`config.mk`:
```
export PLATFORM = sky130hd
export DESIGN_NAME = core_trace_encoder
export DESIGN_NICKNAME = d
export VERILOG_FILES = /design/src/rtl/debug_trace_pkg.sv /design/src/rtl/trace_fifo.sv /design/src/rtl/core_trace_encoder.sv
export SDC_FILE = /design/constraint.sdc
export NUM_CORES = 1
export LEC_CHECK = 0
export ABC_AREA = 1
export CAP_MARGIN = 20
export CORE_MARGIN = 2
export CORE_UTILIZATION = 65
export CTS_CLUSTER_DIAMETER = 80
export DETAILED_ROUTE_END_ITERATION = 12
export PLACE_DENSITY = 0.83
export SLEW_MARGIN = 20
export SYNTH_ARGS = -nofsm -noshare
export SYNTH_HDL_FRONTEND = slang
export SYNTH_HIERARCHICAL = 1
export SYNTH_SLANG_ARGS = --single-unit
```
`constraint.sdc`:
```
create_clock -name clk -period 8.68 [get_ports clk]
set_clock_uncertainty 0.2 [all_clocks]
set_input_delay 0.868 -clock clk [delete_from_list [all_inputs] [get_ports clk]]
set_output_delay 0.868 -clock clk [all_outputs]
set_load 0.02 [all_outputs]
```
`src/rtl/debug_trace_pkg.sv`:
```
// -----------------------------------------------------------------------------
// debug_trace_pkg
// Shared definitions for the debug trace path.
// Contents:
//   - TRACE_W / TS_W / PAYLOAD_W : record geometry (32 = 2 kind + 14 ts + 16 payload)
//   - trace_kind_e               : record kind codes (2'b11 reserved, never emitted)
//   - CORE_* localparams         : core FSM state codes
//   - trace_rec_t                : packed record layout {kind, ts, payload}
//   - state_payload()            : packs the FSM tuple into a STATE payload
// -----------------------------------------------------------------------------
package debug_trace_pkg;

  localparam int TRACE_W   = 32;
  localparam int TS_W      = 14;
  localparam int PAYLOAD_W = 16;

  typedef enum logic [1:0] {
    STATE = 2'b00,
    INSTR = 2'b01,
    DROP  = 2'b10
  } trace_kind_e;

  localparam logic [2:0] CORE_IDLE    = 3'd0;
  localparam logic [2:0] CORE_FETCH   = 3'd1;
  localparam logic [2:0] CORE_DECODE  = 3'b010;
  localparam logic [2:0] CORE_REQUEST = 3'd3;
  localparam logic [2:0] CORE_WAIT    = 3'd4;
  localparam logic [2:0] CORE_EXECUTE = 3'd5;
  localparam logic [2:0] CORE_UPDATE  = 3'd6;
  localparam logic [2:0] CORE_DONE    = 3'd7;

  typedef struct packed {
    trace_kind_e            kind;
    logic [TS_W-1:0]        ts;
    logic [PAYLOAD_W-1:0]   payload;
  } trace_rec_t;

  function automatic logic [PAYLOAD_W-1:0] state_payload(
    input logic [2:0] core,
    input logic [2:0] fetch,
    input logic [1:0] lsu,
    input logic [2:0] memctrl
  );
    return {core, fetch, lsu, memctrl, 5'b0};
  endfunction

endpackage

```
`src/rtl/trace_fifo.sv`:
```
// -----------------------------------------------------------------------------
// trace_fifo
// Show-ahead FIFO holding trace records. The head slot is visible on 'head'
// whenever 'valid' is high; a pop happens on valid && ready.
// Ports:
//   clk        in   clock
//   reset      in   asynchronous, active-low reset (empties the FIFO)
//   push       in   write push_data this cycle (ignored when full)
//   push_data  in   WIDTH record to store
//   ready      in   consumer accepts the head record
//   valid      out  FIFO non-empty
//   head       out  head record (zero when empty)
//   level      out  occupied slots, 0..DEPTH
//   full       out  level == DEPTH
// -----------------------------------------------------------------------------
module trace_fifo #(
  parameter int DEPTH = 16,
  parameter int WIDTH = 32
) (
  input  logic                     clk,
  input  logic                     reset,
  input  logic                     push,
  input  logic [WIDTH-1:0]         push_data,
  input  logic                     ready,
  output logic                     valid,
  output logic [WIDTH-1:0]         head,
  output logic [$clog2(DEPTH):0]   level,
  output logic                     full
);

  localparam int PW = $clog2(DEPTH);
  localparam int LW = PW + 1;

  logic [WIDTH-1:0] mem [DEPTH];
  logic [PW-1:0]    wr_ptr;
  logic [PW-1:0]    rd_ptr;
  logic [LW-1:0]    count;
  logic             wr;
  logic             rd;

  assign full  = (count == LW'(DEPTH));
  assign valid = (count != '0);
  assign wr    = push && !full;
  assign rd    = ready && valid;
  assign level = count;
  // Empty FIFO presents zero so the output is clean after reset.
  assign head  = valid ? mem[rd_ptr] : '0;

  // Storage carries no reset; only slots already written are ever read.
  always_ff @(posedge clk) begin
    if (wr) begin
      mem[wr_ptr] <= push_data;
    end
  end

  // DEPTH is a power of two, so the pointers wrap by natural overflow.
  always_ff @(posedge clk or negedge reset) begin
    if (!reset) begin
      wr_ptr <= '0;
      rd_ptr <= '0;
      count  <= '0;
    end else begin
      if (wr) wr_ptr <= wr_ptr + 1'b1;
      if (rd) rd_ptr <= rd_ptr + 1'b1;
      case ({wr, rd})
        2'b10:   count <= count + 1'b1;
        2'b01:   count <= count - 1'b1;
        default: count <= count;
      endcase
    end
  end

endmodule

```
`src/rtl/core_trace_encoder.sv`:
```
// -----------------------------------------------------------------------------
// core_trace_encoder
// Watches one core's FSM state tuple (core, fetcher, LSU, memory controller)
// and emits a timestamped 32-bit record each time the tuple changes or tracing
// is (re)enabled. Records queue in a show-ahead FIFO and stream out over
// valid/ready. Records that find the FIFO full are counted and reported later
// as a single DROP record.
// Ports:
//   clk            in   clock
//   reset          in   asynchronous, active-low reset
//   trace_enable   in   record generation enable
//   core_state     in   core FSM code
//   fetcher_state  in   fetcher FSM code
//   lsu_state      in   LSU FSM code
//   memctrl_state  in   memory controller FSM code
//   instruction    in   core instruction register
//   trace_valid    out  record available
//   trace_data     out  record {kind[31:30], ts[29:16], payload[15:0]}
//   trace_ready    in   sink accepts record
//   fifo_level     out  occupied FIFO slots
//   drop_pending   out  drop counter nonzero
// -----------------------------------------------------------------------------
module core_trace_encoder
  import debug_trace_pkg::*;
#(
  parameter int FIFO_DEPTH = 16,
  parameter int TS_WIDTH   = 14
) (
  input  logic                          clk,
  input  logic                          reset,
  input  logic                          trace_enable,
  input  logic [2:0]                    core_state,
  input  logic [2:0]                    fetcher_state,
  input  logic [1:0]                    lsu_state,
  input  logic [2:0]                    memctrl_state,
  input  logic [15:0]                   instruction,
  output logic                          trace_valid,
  output logic [TRACE_W-1:0]            trace_data,
  input  logic                          trace_ready,
  output logic [$clog2(FIFO_DEPTH):0]   fifo_level,
  output logic                          drop_pending
);

  logic [10:0]          tuple;
  logic [10:0]          prev_tuple;
  logic                 prev_enable;
  logic [TS_WIDTH-1:0]  ts;
  logic [15:0]          drop_count;
  logic                 fifo_full;
  logic                 event_hit;
  logic                 flush;
  logic                 push;
  trace_rec_t           push_rec;

  assign tuple = {core_state, fetcher_state, lsu_state, memctrl_state};

  // A rising enable forces a record even when the tuple is unchanged, so
  // the sink always learns the current state when tracing starts.
  assign event_hit = trace_enable && ((tuple != prev_tuple) || !prev_enable);

  // The DROP record only goes out on an edge with no event, so a burst of
  // events always wins the single push slot.
  assign flush = !event_hit && !fifo_full && (drop_count != 16'd0);

  always_comb begin
    push     = 1'b0;
    push_rec = '0;
    if (event_hit) begin
      push       = !fifo_full;
      push_rec.ts = ts;
      if (core_state == CORE_DECODE) begin
        push_rec.kind    = INSTR;
        push_rec.payload = instruction;
      end else begin
        push_rec.kind    = STATE;
        push_rec.payload = state_payload(core_state, fetcher_state, lsu_state, memctrl_state);
      end
    end else if (flush) begin
      push             = 1'b1;
      push_rec.kind    = DROP;
      push_rec.ts      = ts;
      push_rec.payload = drop_count;
    end
  end

  always_ff @(posedge clk or negedge reset) begin
    if (!reset) begin
      ts          <= '0;
      prev_tuple  <= '0;
      prev_enable <= 1'b0;
      drop_count  <= '0;
    end else begin
      ts          <= ts + 1'b1;
      prev_tuple  <= tuple;
      prev_enable <= trace_enable;
      if (event_hit && fifo_full) begin
        if (drop_count != 16'hFFFF) drop_count <= drop_count + 1'b1;
      end else if (flush) begin
        drop_count <= '0;
      end
    end
  end

  assign drop_pending = (drop_count != 16'd0);

  trace_fifo #(
    .DEPTH (FIFO_DEPTH),
    .WIDTH (TRACE_W)
  ) u_fifo (
    .clk       (clk),
    .reset     (reset),
    .push      (push),
    .push_data (push_rec),
    .ready     (trace_ready),
    .valid     (trace_valid),
    .head      (trace_data),
    .level     (fifo_level),
    .full      (fifo_full)
  );

endmodule

```
==> results.toml, run 1 <==
[clock_network]
cts_resized = 0
path_clk_slew_ns = 0.06
tritoncts = "built"
cts_buffers = 54
htreeDepth = 2
clock-sinks = 567
clock_latency_ns = 0.58
ctsHoldBuffers = 0
post_cts_buffers = 0
cts_root_buf = "clkbuf_16"
cts_max_path_buffers = 3

[cells_and_area]
diodes = 0
nNetsFinal = 2290
fin_area_sq_mm = 0.02705
fillers = 2170
synthToLayoutAreaGrowth_pct = 12.97
layout-drive-gt1-share_pct = 6.984
instances_no_fill = 2759

[timing]
rsz0062_at_grt = "no"
hold_violations = 0
setup_viol_count_final = 0
timing.fmax_mhz = 181.5
slew_headroom_pct = 24.18
fin_crit_sh_pct = 63.46
timing.final.max_slew_violations = 0
post-route-min-period_ns = 5.508
worstMarginPinSlew_ns = 1.135
layout_setup_ws_ns = 3.172
setup_tns_ns = 0

[synthesis]
async_flop_share_pct = 9.700
yosysTopAreaCell = "edfxtp_1"
synth-edff-count = 512
synth_cell_types = 36
seq_area_frac_synth_pct = 69.95
synthTopCellsByCount = "nand2_1 (817), edfxtp_1 (512), nand3_1 (206), a21oi_1 (162), inv_1 (120)"
ys_ff_latch = 567
synth_area_leaders = "edfxtp_1 (64%), nand2_1 (13%), dfrtp_1 (5.7%)"
synth_most_common_cell = "nand2_1"
synth_ff_type = "edfxtp_1"
yosys_warnings = 6
yosysTopAreaCellShare_pct = 64.20
synth_nets = 2235
syn_area_sq_mm = 0.02395
syn_avg_cell_area_sq_um = 10.92
synthCells = 2193

[floorplanning]
coreArea_sq_mm = 0.03643
die_area_sq_mm = 0.03839
rows = 70
start_util_pct = 65.72
fp.dieW_microns = 195.9
die_y_microns = 195.9
num_io_pins = 70

[global_routing]
grt_first_pass_wirelength_microns = 90350
grt_max_degree = 213
track_usage_pct = 30.87
antenna_found_initial = 0
grt_overflow_total = 0
grt_pass1_vias = 16595

[placement]
io_buffers = 69
hpwlAfterDp_microns = 32840
globalplace.congestion = 0.8873
place_area_sq_mm = 0.02510
dp_cells = 2653
dpl_worst_slack_ns = 3.573

[power]
seqPwrFrac_pct = 37.8
p_int_mw = 5.607
clockPowerShare_pct = 26.2
total_power_mw = 8.932
leakage_nw = 10.73
p_switching_mw = 3.325
peakVddDrop_mv = 0.2766
power.density_mw_per_mm2 = 330.2
combinationalPowerShare_pct = 36.0
swShare_pct = 37.22

[critical_path]
startpoint_type = "flop"
worstPathCellList = "buf_4 -> nand2_1 -> inv_2 -> buf_4 -> nand2_1 -> nand3_1 -> nand2_1 -> nor2_1 -> clkdlybuf4s50_1"
cp_common_cell = "nand2_1"
critPathMaxStageDelay_ns = 0.93
crit_fanout = 64
crit_family = "buffers and inverters"
reg2reg_depth = 14
r2r-start = "prev_tuple[8]$_DFF_PN0_"
crit_type = "reg -> out"
r2r_slack_ns = 4.48
required_ns = 7.61
path_depth = 9
endpoint_kind = "output port"
crit_path_start = "u_fifo/rd_ptr[1]$_DFFE_PN0P_"
path_buf_inv = 4
worst_path_max_delay_cell = "dfrtp_2"
arrival_ns = 4.44

[routing]
viasPerCell = 6.140
drt_wl_total_microns = 60150
drtPass1Iterations = 7
detail_route.wl_per_cell_microns = 21.80
drc = 0
drt_iter0_markers = 2457
dr_total_vias = 16939
ant_nets = 0

[run]
maxCapViolCount = 0

[status]
status = "complete, no violations"

[min_path]
hold_class = "in -> async"
[per-stage QoR]
stage / hold slack [ns] / util [%]
CTS: 0.2733 / 73.71
global route: 0.3197 / 74.25
floorplan: 0.2423 / -
global placement: 0.2627 / 68.60
finish: 0.2511 / 74.25
detailed placement: 0.2702 / 68.90
[logic make-up (layout without fill, tap and decap cells)]
kind of cell / after synthesis / in the layout / synth area share (%)
buffers and inverters: 231 / 329 / 4.384
adder cells (fa/ha/maj): 11 / 11 / 0.5747
AO/OA/AOI/OAI: 231 / 231 / 4.880
multiplexers: 2 / 2 / 0.09404
XOR/XNOR: 27 / 27 / 0.9875
AND/OR/NAND/NOR: 1124 / 1124 / 19.13
flip-flops: 567 / 567 / 69.95
[power groups by stage]
stage / Clock (mW) / Combinational, mW / Sequential (mW)
global route: 2.44 / 3.44 / 3.39
global placement: 0 / 2.95 / 3.42
finish: 2.34 / 3.22 / 3.38
CTS: 2.34 / 3.12 / 3.37
detailed placement: 0 / 3.07 / 3.43
floorplan: 0 / 2.01 / 3.39
[per-layer routing]
metal	vias to the layer above	routed length, microns	global-route usage [%]
met1	8100	22070	42.49
met2	1156	29510	51.17
met5	-	0	0
li1	7538	-	-
met3	145	6676	4.693
met4	0	1883	10.72
[cell usage in the layout (no fill, tap or decap), types with 3 or more instances in the layout]
master           instances
clkbuf_16               55
clkbuf_8                 3
inv_2                    5
clkinv_2                11
bufinv_16                6
nor3_1                   3
o22ai_2                  5
clkinv_1                 7
nor2_1                  60
inv_1                  119
dfrtp_1                 53
xor2_1                  19
nand4_1                  7
o21ai_0                 50
nor2_4                  17
buf_16                  10
clkbuf_1                15
nand2_1                817
buf_4                   24
nand3_1                206
nand2_2                  4
clkdlybuf4s50_1         68
a21oi_1                162
ha_1                    11
edfxtp_1               512
o21ai_1                  8
xnor2_1                  8
[worst paths after layout]
path                                                     end
worst max-delay path                          trace_data[25]
worst min-delay path                        ts[10]$_DFF_PN0_
worst max register to register   u_fifo/mem[10][2]$_DFFE_PP_
worst min register to register              ts[13]$_DFF_PN0_
max in group asynchronous       u_fifo/rd_ptr[0]$_DFFE_PN0P_
min in group clk                            ts[13]$_DFF_PN0_
[sequential cells by signal (all words and copies together) (netlist names)]
| signal | flops |
|---|---|
| prev_enable | 1 |
| u_fifo/wr_ptr | 4 |
| u_fifo/mem | 512 |
| u_fifo/level | 5 |
| u_fifo/rd_ptr | 4 |
| prev_tuple | 11 |
| drop_count | 16 |
| ts | 14 |
[worst register-to-register path: stages (launching register included)]
cell and delay [ns]:
dfrtp_1 0.39, nand2_1 0.11, nand2_1 0.07, inv_1 0.08, nand2_1 0.05, nor2_1 0.12
nand3_2 0.14, nand2_2 0.29, nand3_4 0.44, o21ai_0 0.22, nand2_1 0.17, inv_1 0.19
nand2_1 0.28, nor2_4 0.77, buf_4 0.37
[layout make-up]
cell class | instances | area, sq um | area share, %
timing repair buffer | 105 | 1181 | 4.366
multi-input combinational | 1395 | 6305 | 23.31
tap | 468 | 585.6 | 2.164
clock inverter | 26 | 277.8 | 1.027
sequential | 567 | 16760 | 61.94
inverter | 125 | 474.2 | 1.753
clock buffer | 73 | 1474 | 5.448
Power figures use the tool's default switching activity.
==> run 2, diff against run 1 <==
- CORE_UTILIZATION: 65 -> 61
- PLACE_DENSITY: 0.83 -> 0.79
- clock period: 8.68 -> 5.6 ns (I/O delays scaled with it)
==> results.toml, run 2 (synthesized netlist as in run 1, its figures left out) <==
[timing]
slew_headroom_pct = 28.33
rsz0062_at_grt = "no"
timing.fmax_mhz = 203.5
post-route-min-period_ns = 4.913
setup_viol_count_final = 0
worstMarginPinSlew_ns = 1.074
setup_tns_ns = 0
hold_violations = 0
timing.final.max_slew_violations = 0
fin_crit_sh_pct = 87.73

[critical_path]
endpoint_kind = "output port"
required_ns = 4.84
crit_fanout = 44
startpoint_type = "flop"
crit_type = "reg -> out"
arrival_ns = 4.15

[clock_network]
clock_latency_ns = 0.61
path_clk_slew_ns = 0.06
post_cts_buffers = 0
cts_buffers = 54
clock-sinks = 567
tritoncts = "built"
htreeDepth = 2
cts_max_path_buffers = 3
cts_root_buf = "clkbuf_16"

[routing]
drc = 0
ant_nets = 0
dr_wl_met3_microns = 6404
detail_route.wl_per_cell_microns = 20.94
dr_total_vias = 16759
drt-met1-wl_microns = 22780
drt_iter0_markers = 2138
drt_wl_total_microns = 58970
route.met2.wl_microns = 27910
drtPass1Iterations = 8
viasPerCell = 5.949
topRoutingLayerUsed = "met5"

[placement]
globalplace.congestion = 0.8855
io_buffers = 69
hpwlAfterDp_microns = 34170

[cells_and_area]
layout_common_cells = "nand2_1 (817), edfxtp_1 (512), nand3_1 (206)"
final_common_cell = "nand2_1"
largest_reg_flops = 512
layout-drive-gt1-share_pct = 7.177
regMostFlops = "u_fifo/mem"
diodes = 0
top_regs = "u_fifo/mem (512), drop_count (16), ts (14)"
synthToLayoutAreaGrowth_pct = 13.04
nNetsFinal = 2295

[global_routing]
grt_pass1_vias = 16243
track_usage_pct = 29.07
grt_first_pass_wirelength_microns = 90430
grt_overflow_total = 0
antenna_found_initial = 1
grt_max_degree = 205

[floorplanning]
die_area_sq_mm = 0.04086
start_util_pct = 61.82
rows = 72
coreArea_sq_mm = 0.03874
die_y_microns = 202.1
num_io_pins = 70
fp.dieW_microns = 202.1

[power]
p_switching_mw = 5.148
leakage_nw = 10.73
clockPowerShare_pct = 27.6
p_int_mw = 8.856
peakVddDrop_mv = 0.4123
seqPwrFrac_pct = 38.1
combinationalPowerShare_pct = 34.3
total_power_mw = 14.00
swShare_pct = 36.76
power.density_mw_per_mm2 = 517.3

[status]
status = "complete, no violations"

[min_path]
hold_class = "in -> reg"

[run]
maxCapViolCount = 0
-- run 2: final timing paths --
path                       slack, ns                         start  cells past startpoint                      endpoint
min                             0.23              memctrl_state[1]                      1       prev_tuple[1]$_DFF_PN0_
max reg2reg                     1.59       prev_tuple[5]$_DFF_PN0_                     11  u_fifo/mem[12][20]$_DFFE_PP_
max in group asynchronous       4.20                         reset                      3  u_fifo/rd_ptr[0]$_DFFE_PN0P_
max                             0.69  u_fifo/rd_ptr[2]$_DFFE_PN0P_                      8                trace_data[30]
min in group asynchronous       0.42                         reset                      3              ts[13]$_DFF_PN0_
min reg2reg                     0.28              ts[13]$_DFF_PN0_                      1              ts[13]$_DFF_PN0_
-- run 2: routing by layer --
layer,GRT usage (%),up-vias
li1,-,7550
met1,40.92,8024
met2,46.32,1050
met3,4.708,133
met4,11.08,2
met5,0,-
-- run 2: final cells by class --
cell class,instances,area (sq um)
Sequential cell,567,16760
Fill cell,2633,11670
Multi-Input combinational cell,1395,6301
Clock buffer,70,1421
Timing Repair Buffer,110,1008
Tap cell,518,648.1
Inverter,125,474.2
Clock inverter,32,460.4
-- run 2: what timing repair did --
item | CTS | global route
gates resized for setup | 0 | 0
hold buffers | 1 | 0
endpoints found under the hold margin | 55 | 0
-- run 2: critical path, cell delays in order (launching register included) --
cell	delay [ns]
dfrtp_1	0.83
nand2_1	0.21
inv_2	0.81
buf_4	0.45
nand2_1	0.12
nand3_1	0.14
nand2_1	0.09
nor2_1	0.22
clkdlybuf4s50_1	0.65
-- run 2: stage by stage --
stage / hold WS, ns / instances / instance area [sq um] / utilization [%] / worst slack, ns
2_1_floorplan: 0.06441 / 2193 / 23950 / - / 1.744
3_3_place_gp: 0.2640 / 2714 / 25180 / 65.00 / 0.9784
3_5_place_dp: 0.2709 / 2714 / 25180 / 65.00 / 0.7974
4_1_cts: 0.2130 / 2817 / 27070 / 69.88 / 0.7550
5_1_grt: 0.2333 / 2817 / 27070 / 69.88 / 0.5115
6_report: 0.2282 / 2817 / 27070 / 69.88 / 0.6871
-- run 2: power groups by stage --
stage               clock, mW  sequential [mW]  combinational (mW)
finish                   3.86             5.33                4.81
global route             4.04             5.36                5.19
CTS                      3.89             5.32                4.75
detailed placement          0             5.40                4.69
global placement            0             5.38                4.61
floorplan                   0             5.26                3.12
